<file path="src/rtl/key_pkg.sv">
// Shared widths, event layout and helpers for the keypad event queue.
// Imported by the queue top and its event FIFO.
package key_pkg;

  localparam int KEY_W        = 16;
  localparam int EV_W         = 5;
  localparam int CODE_W       = 4;
  localparam int EV_PRESS_BIT = 4;
  localparam int CNT_W        = 20;

  typedef logic [KEY_W-1:0] key_t;

  typedef struct packed {
    logic              press;
    logic [CODE_W-1:0] code;
  } ev_t;

  function automatic logic [CODE_W-1:0] lowest_idx(
    input logic [KEY_W-1:0] m
  );
    lowest_idx = '0;
    for (int i = KEY_W - 1; i >= 0; i--) begin
      if (m[i]) lowest_idx = CODE_W'(i);
    end
  endfunction

endpackage

</file>
<file path="src/rtl/key_event_fifo.sv">
// Synchronous show-ahead FIFO; pop of the head and push into the freed
// slot may share a cycle even when full.
module key_event_fifo #(
  parameter int WIDTH = 5,
  parameter int DEPTH = 4
) (
  input  logic                     clk,
  input  logic                     rst,
  input  logic                     push,
  input  logic [WIDTH-1:0]         din,
  output logic                     full,
  input  logic                     pop,
  output logic [WIDTH-1:0]         dout,
  output logic                     empty,
  output logic [$clog2(DEPTH):0]   count
);

  localparam int AW = $clog2(DEPTH);

  logic [WIDTH-1:0] r_mem [DEPTH];
  logic [AW-1:0]    r_wp;
  logic [AW-1:0]    r_rp;
  logic [AW:0]      r_cnt;
  logic             w_pop;
  logic             w_push;

  assign empty  = (r_cnt == '0);
  assign full   = (r_cnt == (AW+1)'(DEPTH));
  assign count  = r_cnt;
  assign dout   = r_mem[r_rp];
  assign w_pop  = pop & ~empty;
  assign w_push = push & (~full | w_pop);

  always_ff @(posedge clk) begin
    if (rst) begin
      r_wp  <= '0;
      r_rp  <= '0;
      r_cnt <= '0;
    end else begin
      if (w_push) r_wp <= r_wp + AW'(1);
      if (w_pop)  r_rp <= r_rp + AW'(1);
      r_cnt <= r_cnt + (AW+1)'(w_push) - (AW+1)'(w_pop);
    end
  end

  always_ff @(posedge clk) begin
    if (w_push) r_mem[r_wp] <= din;
  end

endmodule

</file>
<file path="src/rtl/key_event_queue.sv">
// Debounces the scanner's key vector, turns per-key edges into press and
// release events, and queues them for the game/menu logic.
module key_event_queue
  import key_pkg::*;
#(
  parameter int DEBOUNCE_CNT = 500000,
  parameter int FIFO_DEPTH   = 4
) (
  input  logic                          clk,
  input  logic                          rst,
  input  logic [KEY_W-1:0]              keys,
  output logic [KEY_W-1:0]              stable_keys,
  output logic                          ev_valid,
  input  logic                          ev_ready,
  output logic [EV_W-1:0]               ev_data,
  output logic [$clog2(FIFO_DEPTH):0]   ev_count,
  output logic                          overflow,
  input  logic                          ovf_clr
);

  localparam logic [CNT_W-1:0] LAST = CNT_W'(DEBOUNCE_CNT - 1);

  key_t             r_cand;
  key_t             r_stable;
  key_t             r_pend_p;
  key_t             r_pend_r;
  logic [CNT_W-1:0] r_cnt;
  logic             r_ovf;

  logic             w_same;
  logic             w_load;
  key_t             w_new_p;
  key_t             w_new_r;
  logic             w_ovf_set;
  logic             w_sel_p;
  logic             w_req;
  logic [CODE_W-1:0] w_code;
  logic             w_pop;
  logic             w_push;
  logic             w_full;
  logic             w_empty;
  key_t             w_clr_p;
  key_t             w_clr_r;
  ev_t              w_din;

  assign w_same = (keys == r_cand);
  assign w_load = w_same && (r_cnt == LAST);

  always_comb begin
    w_new_p = '0;
    w_new_r = '0;
    if (w_load) begin
      w_new_p = r_cand & ~r_stable;
      w_new_r = ~r_cand & r_stable;
    end
  end

  assign w_ovf_set = |(w_new_p & r_pend_p) | |(w_new_r & r_pend_r);

  // Presses outrank releases; lowest code wins within a class.
  assign w_sel_p = |r_pend_p;
  assign w_req   = w_sel_p | (|r_pend_r);
  assign w_code  = lowest_idx(w_sel_p ? r_pend_p : r_pend_r);
  assign w_pop   = ev_valid & ev_ready;
  assign w_push  = w_req & (~w_full | w_pop);

  always_comb begin
    w_clr_p = '0;
    w_clr_r = '0;
    if (w_push) begin
      if (w_sel_p) w_clr_p = KEY_W'(1) << w_code;
      else         w_clr_r = KEY_W'(1) << w_code;
    end
  end

  assign w_din.press = w_sel_p;
  assign w_din.code  = w_code;

  always_ff @(posedge clk) begin
    if (rst) begin
      r_cand   <= '0;
      r_stable <= '0;
      r_cnt    <= '0;
      r_pend_p <= '0;
      r_pend_r <= '0;
      r_ovf    <= 1'b0;
    end else begin
      if (!w_same) begin
        r_cand <= keys;
        r_cnt  <= '0;
      end else if (w_load) begin
        r_stable <= r_cand;
      end else begin
        r_cnt <= r_cnt + CNT_W'(1);
      end
      // A fresh edge re-arms a bit even if its push clears it this cycle.
      r_pend_p <= (r_pend_p & ~w_clr_p) | w_new_p;
      r_pend_r <= (r_pend_r & ~w_clr_r) | w_new_r;
      if (w_ovf_set)    r_ovf <= 1'b1;
      else if (ovf_clr) r_ovf <= 1'b0;
    end
  end

  key_event_fifo #(
    .WIDTH (EV_W),
    .DEPTH (FIFO_DEPTH)
  ) u_fifo (
    .clk   (clk),
    .rst   (rst),
    .push  (w_push),
    .din   (w_din),
    .full  (w_full),
    .pop   (w_pop),
    .dout  (ev_data),
    .empty (w_empty),
    .count (ev_count)
  );

  assign ev_valid    = ~w_empty;
  assign stable_keys = r_stable;
  assign overflow    = r_ovf;

endmodule

</file>
<file path="config.mk">
export PLATFORM = sky130hd
export DESIGN_NAME = key_event_queue
export DESIGN_NICKNAME = d
export VERILOG_FILES = /design/src/rtl/key_pkg.sv /design/src/rtl/key_event_fifo.sv /design/src/rtl/key_event_queue.sv
export SDC_FILE = /design/constraint.sdc
export NUM_CORES = 1
export LEC_CHECK = 0
export CAP_MARGIN = 20
export CORE_AREA = 2 2 110 112
export CTS_CLUSTER_SIZE = 14
export DETAILED_ROUTE_END_ITERATION = 6
export DIE_AREA = 0 0 112 114
export PLACE_DENSITY = 0.71
export SLEW_MARGIN = 20
export SYNTH_ARGS = -nofsm -noshare
export SYNTH_HDL_FRONTEND = slang
export SYNTH_SLANG_ARGS = --single-unit
</file>
<file path="constraint.sdc">
create_clock -name clk -period 5.73 [get_ports clk]
set_input_delay 1.4325 -clock clk [delete_from_list [all_inputs] [get_ports clk]]
set_output_delay 1.4325 -clock clk [all_outputs]
set_load 0.1 [all_outputs]
</file>
==> results of run 1 <==
==> worst min-delay path: stages (launching register included) <==
cell	delay (ns)
sky130_fd_sc_hd__dfxtp_1	0.33
sky130_fd_sc_hd__a21oi_1	0.06
sky130_fd_sc_hd__nor2_1	0.07
==> through the flow <==
step,std cells,instance area (µm²),hold slack [ns],util
5_1_grt,789,6689,0.5487,0.5712
3_3_place_gp,757,6131,0.4727,0.5235
6_report,789,6689,0.4889,0.5712
3_5_place_dp,757,6131,0.4865,0.5235
2_1_floorplan,588,5619,0.4722,-
4_1_cts,789,6689,0.5001,0.5712
==> Yosys cell counts (all sizes together), types with 2 or more instances <==
master  count
nor3b      33
ha          7
inv        13
and2        8
o21ai       5
and3        3
a21oi      17
a211oi      3
a21o        2
mux4        5
edfxtp     20
o211ai      3
nand2b      5
nor4        9
nand4      20
and4        4
clkbuf     15
xor2       11
or2         2
nor4b       8
nor2b      18
nand2      13
nand3b     32
a31oi       3
nand3       8
dfxtp      94
nor3       14
mux2i      17
nor2      115
a311oi     31
xnor2      29
buf        10
==> sequential cells by signal (all words and copies together), names as in the netlist, named ones only <==
| register | cells |
|---|---|
| r_cnt | 20 |
| overflow | 1 |
| u_fifo.r_wp | 2 |
| stable_keys | 16 |
| r_cand | 16 |
| r_pend_r | 16 |
| r_pend_p | 16 |
| u_fifo.r_rp | 2 |
| u_fifo.count | 3 |
| u_fifo.r_mem | 20 |
==> cells by family after synthesis <==
kind of cell	Yosys count	share of synthesized area
AOI/OAI and AO/OA	72	0.1004
adders and majority gates	8	0.01915
and+or+nand+nor	294	0.2924
xor gates and xnor gates	40	0.06235
buffers and inverters	38	0.03362
DFF	114	0.4418
muxes	22	0.05032
==> worst max path at each step <==
stage | start | end | cells past startpoint
after floorplan | u_fifo.count[1] | u_fifo.count[2] | 10
after CTS | flip-flop | ev_data[1] | 2
after global placement | keys[11] | r_pend_r[9] | 9
after global routing | keys[3] | r_pend_r[3] | 9
final | keys[11] | r_pend_r[2] | 9
after detailed placement | keys[11] | r_pend_r[3] | 9
==> routing by layer <==
| layer | up-vias | part of all wire |
|---|---|---|
| met1 | 2246 | 0.42 |
| met2 | 207 | 0.47 |
| met5 | - | 0 |
| met3 | 26 | 0.078 |
| li1 | 2237 | - |
| met4 | 0 | 0.027 |
==> placed cells by master, fill, tap and decap left out, drive strengths merged, types with 18 or more instances in the layout <==
cell and instances:
nand3b 32, nor2b 18, a311oi 31, edfxtp 20, inv 18, clkdlybuf4s50 44, nor3b 33, nor2 115
xnor2 29, nand4 20, dfxtp 94
==> area by class of cell <==
| class | instances | area (µm²) | share of cell area |
|---|---|---|---|
| clock inverters | 15 | 132.6 | 0.01983 |
| inverters | 13 | 53.80 | 0.008043 |
| multi-input cells | 436 | 2950 | 0.4411 |
| clock buffers | 17 | 425.4 | 0.06360 |
| well taps | 147 | 183.9 | 0.02750 |
| flip-flops and latches | 114 | 2482 | 0.3711 |
| repair buffers | 47 | 460.4 | 0.06884 |
==> power breakdown <==
group          switching [mW]  leakage [nW]  internal (mW)
logic                   0.214          1.10          0.110
clock network           0.396         0.268          0.598
registers              0.0385         0.981          0.838
total                   0.648          2.35           1.55
==> results.json, run 1 <==
{
  "slew_headroom": 0.3315,
  "cts_sinks": 114,
  "synth_top_area_cell": "sky130_fd_sc_hd__dfxtp_1",
  "timing.hold.worst.start": "overflow",
  "cts_buffer_depth": 2,
  "globalRoute.busiestLayer": "met2",
  "synth.cell_area_mm2": 0.005619,
  "numPortBuffers": 45,
  "clock_tree.root_cell": "sky130_fd_sc_hd__clkbuf_16",
  "synth_async_reset_ratio": 0,
  "drive_gt1_frac": 0.08879,
  "setup_ws_ns": 1.782,
  "drt_iter0_drc": 389,
  "timing.final.crit_share": 0.6890,
  "avgViaCountPerCell": 5.977,
  "groute.layer.met1.usage": 0.2929,
  "fp.dieArea_mm2": 0.01277,
  "setup_tns_ns": 0,
  "clock-skew-final_ns": 0.01466,
  "worst_hold_path.endpoint": "overflow",
  "leakage_nw": 2.351,
  "drt_wl_total_um": 14180,
  "cts_hold_repair.buffers": 0,
  "area.growth.synth_to_final_pct": 19.04,
  "status": "finished, final reports clean",
  "core-area_mm2": 0.01171,
  "rsz0062_at_grt": "false",
  "reg2reg_setup_slack_ns": 2.47,
  "cts_setup_buffers": 0,
  "worstPathRequired_ns": 6.05,
  "report.final.hold_viol_count": 0,
  "synth-edff-count": 20,
  "postSynthRegisterBits": 114,
  "clock_latency_ns": 0.42,
  "place_hpwl_um": 10080,
  "power_density_mw_per_mm2": 328.1,
  "global_route_wire_length_before_repair_um": 22960,
  "syn_avg_cell_area_um2": 9.556,
  "nNetsFinal": 657,
  "cts_buffers": 17,
  "die-width_um": 112,
  "hold_depth": 2,
  "netlist_instances": 588,
  "place_congestion": 0.9503,
  "design.portCount": 46,
  "clock.fmax_ghz": 0.2533,
  "critical_path.slowest_cell": "sky130_fd_sc_hd__nor4_2",
  "maximum_number_of_pins_on_one_net_before_global_route_repair": 75,
  "regToRegEndpoint": "r_pend_p[13]",
  "antenna-diode-count": 0,
  "globalRouteOverflowTotal": 0,
  "grt.total_usage": 0.2297,
  "timing.final.crit_period_ns": 3.948,
  "worstPathMaxFanout": 48,
  "avgRoutedWirePerCell_um": 17.97,
  "cp.buffers_inverters": 2,
  "placementRows": 40,
  "finalMaxSlewViolations": 0,
  "netlist.area_leader.share": 0.3349,
  "min_path_type": "flip-flop to flip-flop",
  "critPathCaptureType": "flip-flop",
  "cts_resized": 0,
  "ys_top_cells_by_area": "sky130_fd_sc_hd__dfxtp_1 (33%), sky130_fd_sc_hd__edfxtp_1 (11%), sky130_fd_sc_hd__nor2_1 (7.7%), sky130_fd_sc_hd__a311oi_1 (4.7%), sky130_fd_sc_hd__xnor2_1 (4.5%)",
  "drv_cap": 0,
  "synth_cell_type_count": 56,
  "clk_transition_reported_paths_ns": 0.06,
  "ys_seq_area_frac": 0.4418,
  "antenna_found_initial": 0,
  "setup_viol_count_final": 0,
  "synth.yosys.warnings": 0,
  "r2r-start": "r_pend_p[4]",
  "vdd_ir_drop_max_mv": 0.2106,
  "tightestPinTransition_ns": 0.9996,
  "criticalPathCategory": "primary input to flip-flop",
  "initial_utilization": 0.4798,
  "slowest_delay_ns": 0.53,
  "worst_reg2reg_path_depth": 8,
  "fillers": 1022,
  "preCtsSetupSlack_ns": 1.464,
  "cp_cell_sequence": "clkdlybuf4s50_1, xnor2_1, nand4_1, nor4_2, nand2_2, buf_4, nor3b_1, nor2_1, a311oi_1",
  "crit_path_start_kind": "primary input",
  "via_count_of_the_first_global_routing_pass": 4491,
  "cts-htree-levels": 4,
  "p_total_mw": 2.194,
  "detailedRoute.firstPassIterationCount": 5,
  "post_detailed_route_drc_marker_count": 0,
  "die_h_um": 114,
  "tritoncts": "yes",
  "postSynthNetCount": 616,
  "ys.flop_type": "sky130_fd_sc_hd__dfxtp_1",
  "vias": 4716,
  "ant_nets": 0,
  "cpLargestDelayFamily": "simple AND/OR/NAND/NOR gates",
  "met2_usage": 0.3745,
  "arrival_ns": 4.27,
  "grt_use_met3": 0.05898
}
(Power assumes the default switching activity.)
==> run 2: changes to the inputs <==
--- a/config.mk
+++ b/config.mk
@@ -10,7 +10,7 @@
 export CTS_CLUSTER_SIZE = 14
 export DETAILED_ROUTE_END_ITERATION = 6
 export DIE_AREA = 0 0 112 114
-export PLACE_DENSITY = 0.71
+export PLACE_DENSITY = 0.73
 export SLEW_MARGIN = 20
 export SYNTH_ARGS = -nofsm -noshare
 export SYNTH_HDL_FRONTEND = slang
==> constraint.sdc (replaced) <==
create_clock -name clk -period 3.4 [get_ports clk]
set_input_delay 0.85 -clock clk [delete_from_list [all_inputs] [get_ports clk]]
set_output_delay 0.85 -clock clk [all_outputs]
set_load 0.1 [all_outputs]
==> results.json, run 2 (synthesis gave the netlist of run 1 again) <==
{
  "power_density_mw_per_mm2": 576.9,
  "avgViaCountPerCell": 5.878,
  "worstPathMaxFanout": 49,
  "setup_ws_ns": 0.4725,
  "clock_latency_ns": 0.41,
  "crit_path_end": "r_pend_r[14]",
  "cts_buffer_depth": 2,
  "worstPathRequired_ns": 3.72,
  "drt_wl_total_um": 14490,
  "r2r-start": "r_pend_p[4]",
  "global_route_wire_length_before_repair_um": 23430,
  "dp.cells": 762,
  "clock.fmax_ghz": 0.3416,
  "detailedRoute.firstPassIterationCount": 5,
  "crit_path_start_kind": "primary input",
  "layout_commonest_cell": "sky130_fd_sc_hd__nor2_1",
  "drt_iter0_drc": 376,
  "nNetsFinal": 662,
  "place_congestion": 0.9169,
  "numPortBuffers": 45,
  "cts_hold_repair.buffers": 0,
  "setup_viol_count_final": 0,
  "drive_gt1_frac": 0.1360,
  "die_h_um": 114,
  "cts_sinks": 114,
  "cp-startpoint": "keys[1]",
  "setup_tns_ns": 0,
  "timing.final.crit_period_ns": 2.927,
  "antenna_found_initial": 0,
  "rsz0062_at_grt": "false",
  "grt.total_usage": 0.2339,
  "leakage_nw": 2.455,
  "cts-htree-levels": 4,
  "fp.dieArea_mm2": 0.01277,
  "maximum_number_of_pins_on_one_net_before_global_route_repair": 74,
  "clk_transition_reported_paths_ns": 0.05,
  "tritoncts": "yes",
  "drv_cap": 0,
  "cts_setup_buffers": 0,
  "preCtsSetupSlack_ns": 0.07152,
  "biggestRegsByFlops": "r_cnt (20), u_fifo.r_mem (20)",
  "status": "finished, final reports clean",
  "report.final.hold_viol_count": 0,
  "layout.cells.non_filler": 794,
  "ant_nets": 0,
  "worst_reg2reg_path_depth": 9,
  "most-common-layout-cells": "sky130_fd_sc_hd__nor2_1 (115), sky130_fd_sc_hd__dfxtp_1 (94), sky130_fd_sc_hd__nor3b_1 (33)",
  "finalMaxSlewViolations": 0,
  "arrival_ns": 3.24,
  "globalRouteOverflowTotal": 0,
  "min_path_type": "flip-flop to flip-flop",
  "area.growth.synth_to_final_pct": 19.84,
  "timing.final.crit_share": 0.8610,
  "placementRows": 40,
  "design.portCount": 46,
  "clock-skew-final_ns": 0.007305,
  "post_detailed_route_drc_marker_count": 0,
  "fillers": 1032,
  "criticalPathCategory": "primary input to flip-flop",
  "clock_tree.root_cell": "sky130_fd_sc_hd__clkbuf_16",
  "vias": 4667,
  "die-width_um": 112,
  "antenna-diode-count": 0,
  "critPathCaptureType": "flip-flop",
  "cts_buffers": 17,
  "slew_headroom": 0.4960,
  "tightestPinTransition_ns": 0.7560,
  "vdd_ir_drop_max_mv": 0.4479,
  "regToRegEndpoint": "r_pend_r[1]",
  "initial_utilization": 0.4798,
  "cts_resized": 0,
  "avgRoutedWirePerCell_um": 18.25,
  "layout.area.seq_mm2": 0.002482,
  "place_hpwl_um": 10210,
  "core-area_mm2": 0.01171,
  "reg2reg_setup_slack_ns": 0.55,
  "via_count_of_the_first_global_routing_pass": 4539,
  "multiInputGateArea_mm2": 0.002952
}
==> run 2: changes by cell type in the layout (fill, tap and decap cells not counted), sizes merged <==
cell | before | now
buf | 3 | 34
bufinv | 1 | 4
clkbuf | 17 | 18
clkdlybuf4s50 | 44 | 18
inv | 18 | 14
==> run 2: stage by stage <==
stage | util | cell area, µm² | power, mW | hold slack, ns
2_1_floorplan | - | 5620 | 1.924 | 0.4722
3_3_place_gp | 0.5223 | 6117 | 2.041 | 0.4739
3_5_place_dp | 0.5223 | 6117 | 2.056 | 0.4885
4_1_cts | 0.5750 | 6734 | 3.913 | 0.5017
5_1_grt | 0.5750 | 6734 | 4.011 | 0.5390
6_report | 0.5750 | 6734 | 3.885 | 0.5073
==> run 2: area by class of cell <==
type | instances | area share
multi-input cells | 436 | 0.4383
flip-flops and latches | 114 | 0.3686
repair buffers | 52 | 0.06615
clock buffers | 18 | 0.06373
clock inverters | 14 | 0.02787
well taps | 147 | 0.02731
inverters | 13 | 0.007990
==> run 2: report_power, final <==
| group | internal [mW] | switching [mW] | leakage (nW) | total [mW] |
|---|---|---|---|---|
| clock | 1.22 | 0.638 | 0.294 | 1.86 |
| combinational | 0.180 | 0.372 | 1.18 | 0.551 |
| sequential | 1.41 | 0.0611 | 0.981 | 1.47 |
| total | 2.81 | 1.07 | 2.46 | 3.88 |
==> run 2: per-layer routing <==
| metal | vias to the layer above | routed length [µm] | part of all wire | GRT usage |
|---|---|---|---|---|
| met2 | 158 | 6847 | 0.47 | 0.3851 |
| met5 | - | 0 | 0 | 0 |
| li1 | 2244 | - | - | - |
| met1 | 2227 | 6360 | 0.44 | 0.2949 |
| met3 | 38 | 875 | 0.060 | 0.05845 |
| met4 | 0 | 410 | 0.028 | 0.09919 |
==> run 2: worst max-delay path, cell delays in order <==
cell	delay, ns
sky130_fd_sc_hd__clkdlybuf4s50_1	0.45
sky130_fd_sc_hd__xnor2_1	0.28
sky130_fd_sc_hd__nand4_1	0.21
sky130_fd_sc_hd__nor4_2	0.39
sky130_fd_sc_hd__nand2_2	0.12
sky130_fd_sc_hd__buf_12	0.22
sky130_fd_sc_hd__nor3b_1	0.32
sky130_fd_sc_hd__nor3_1	0.11
sky130_fd_sc_hd__a311oi_1	0.27
==> run 2: how the worst min path moves through the flow <==
stage / startpoint / to / slack, ns / cells after the start
floorplan: r_cnt[4] / r_cnt[4] / 0.47 / 2
global placement: overflow / overflow / 0.47 / 2
CTS: overflow / overflow / 0.50 / 2
finish: overflow / overflow / 0.51 / 2
detailed placement: overflow / overflow / 0.49 / 2
global route: overflow / overflow / 0.54 / 2
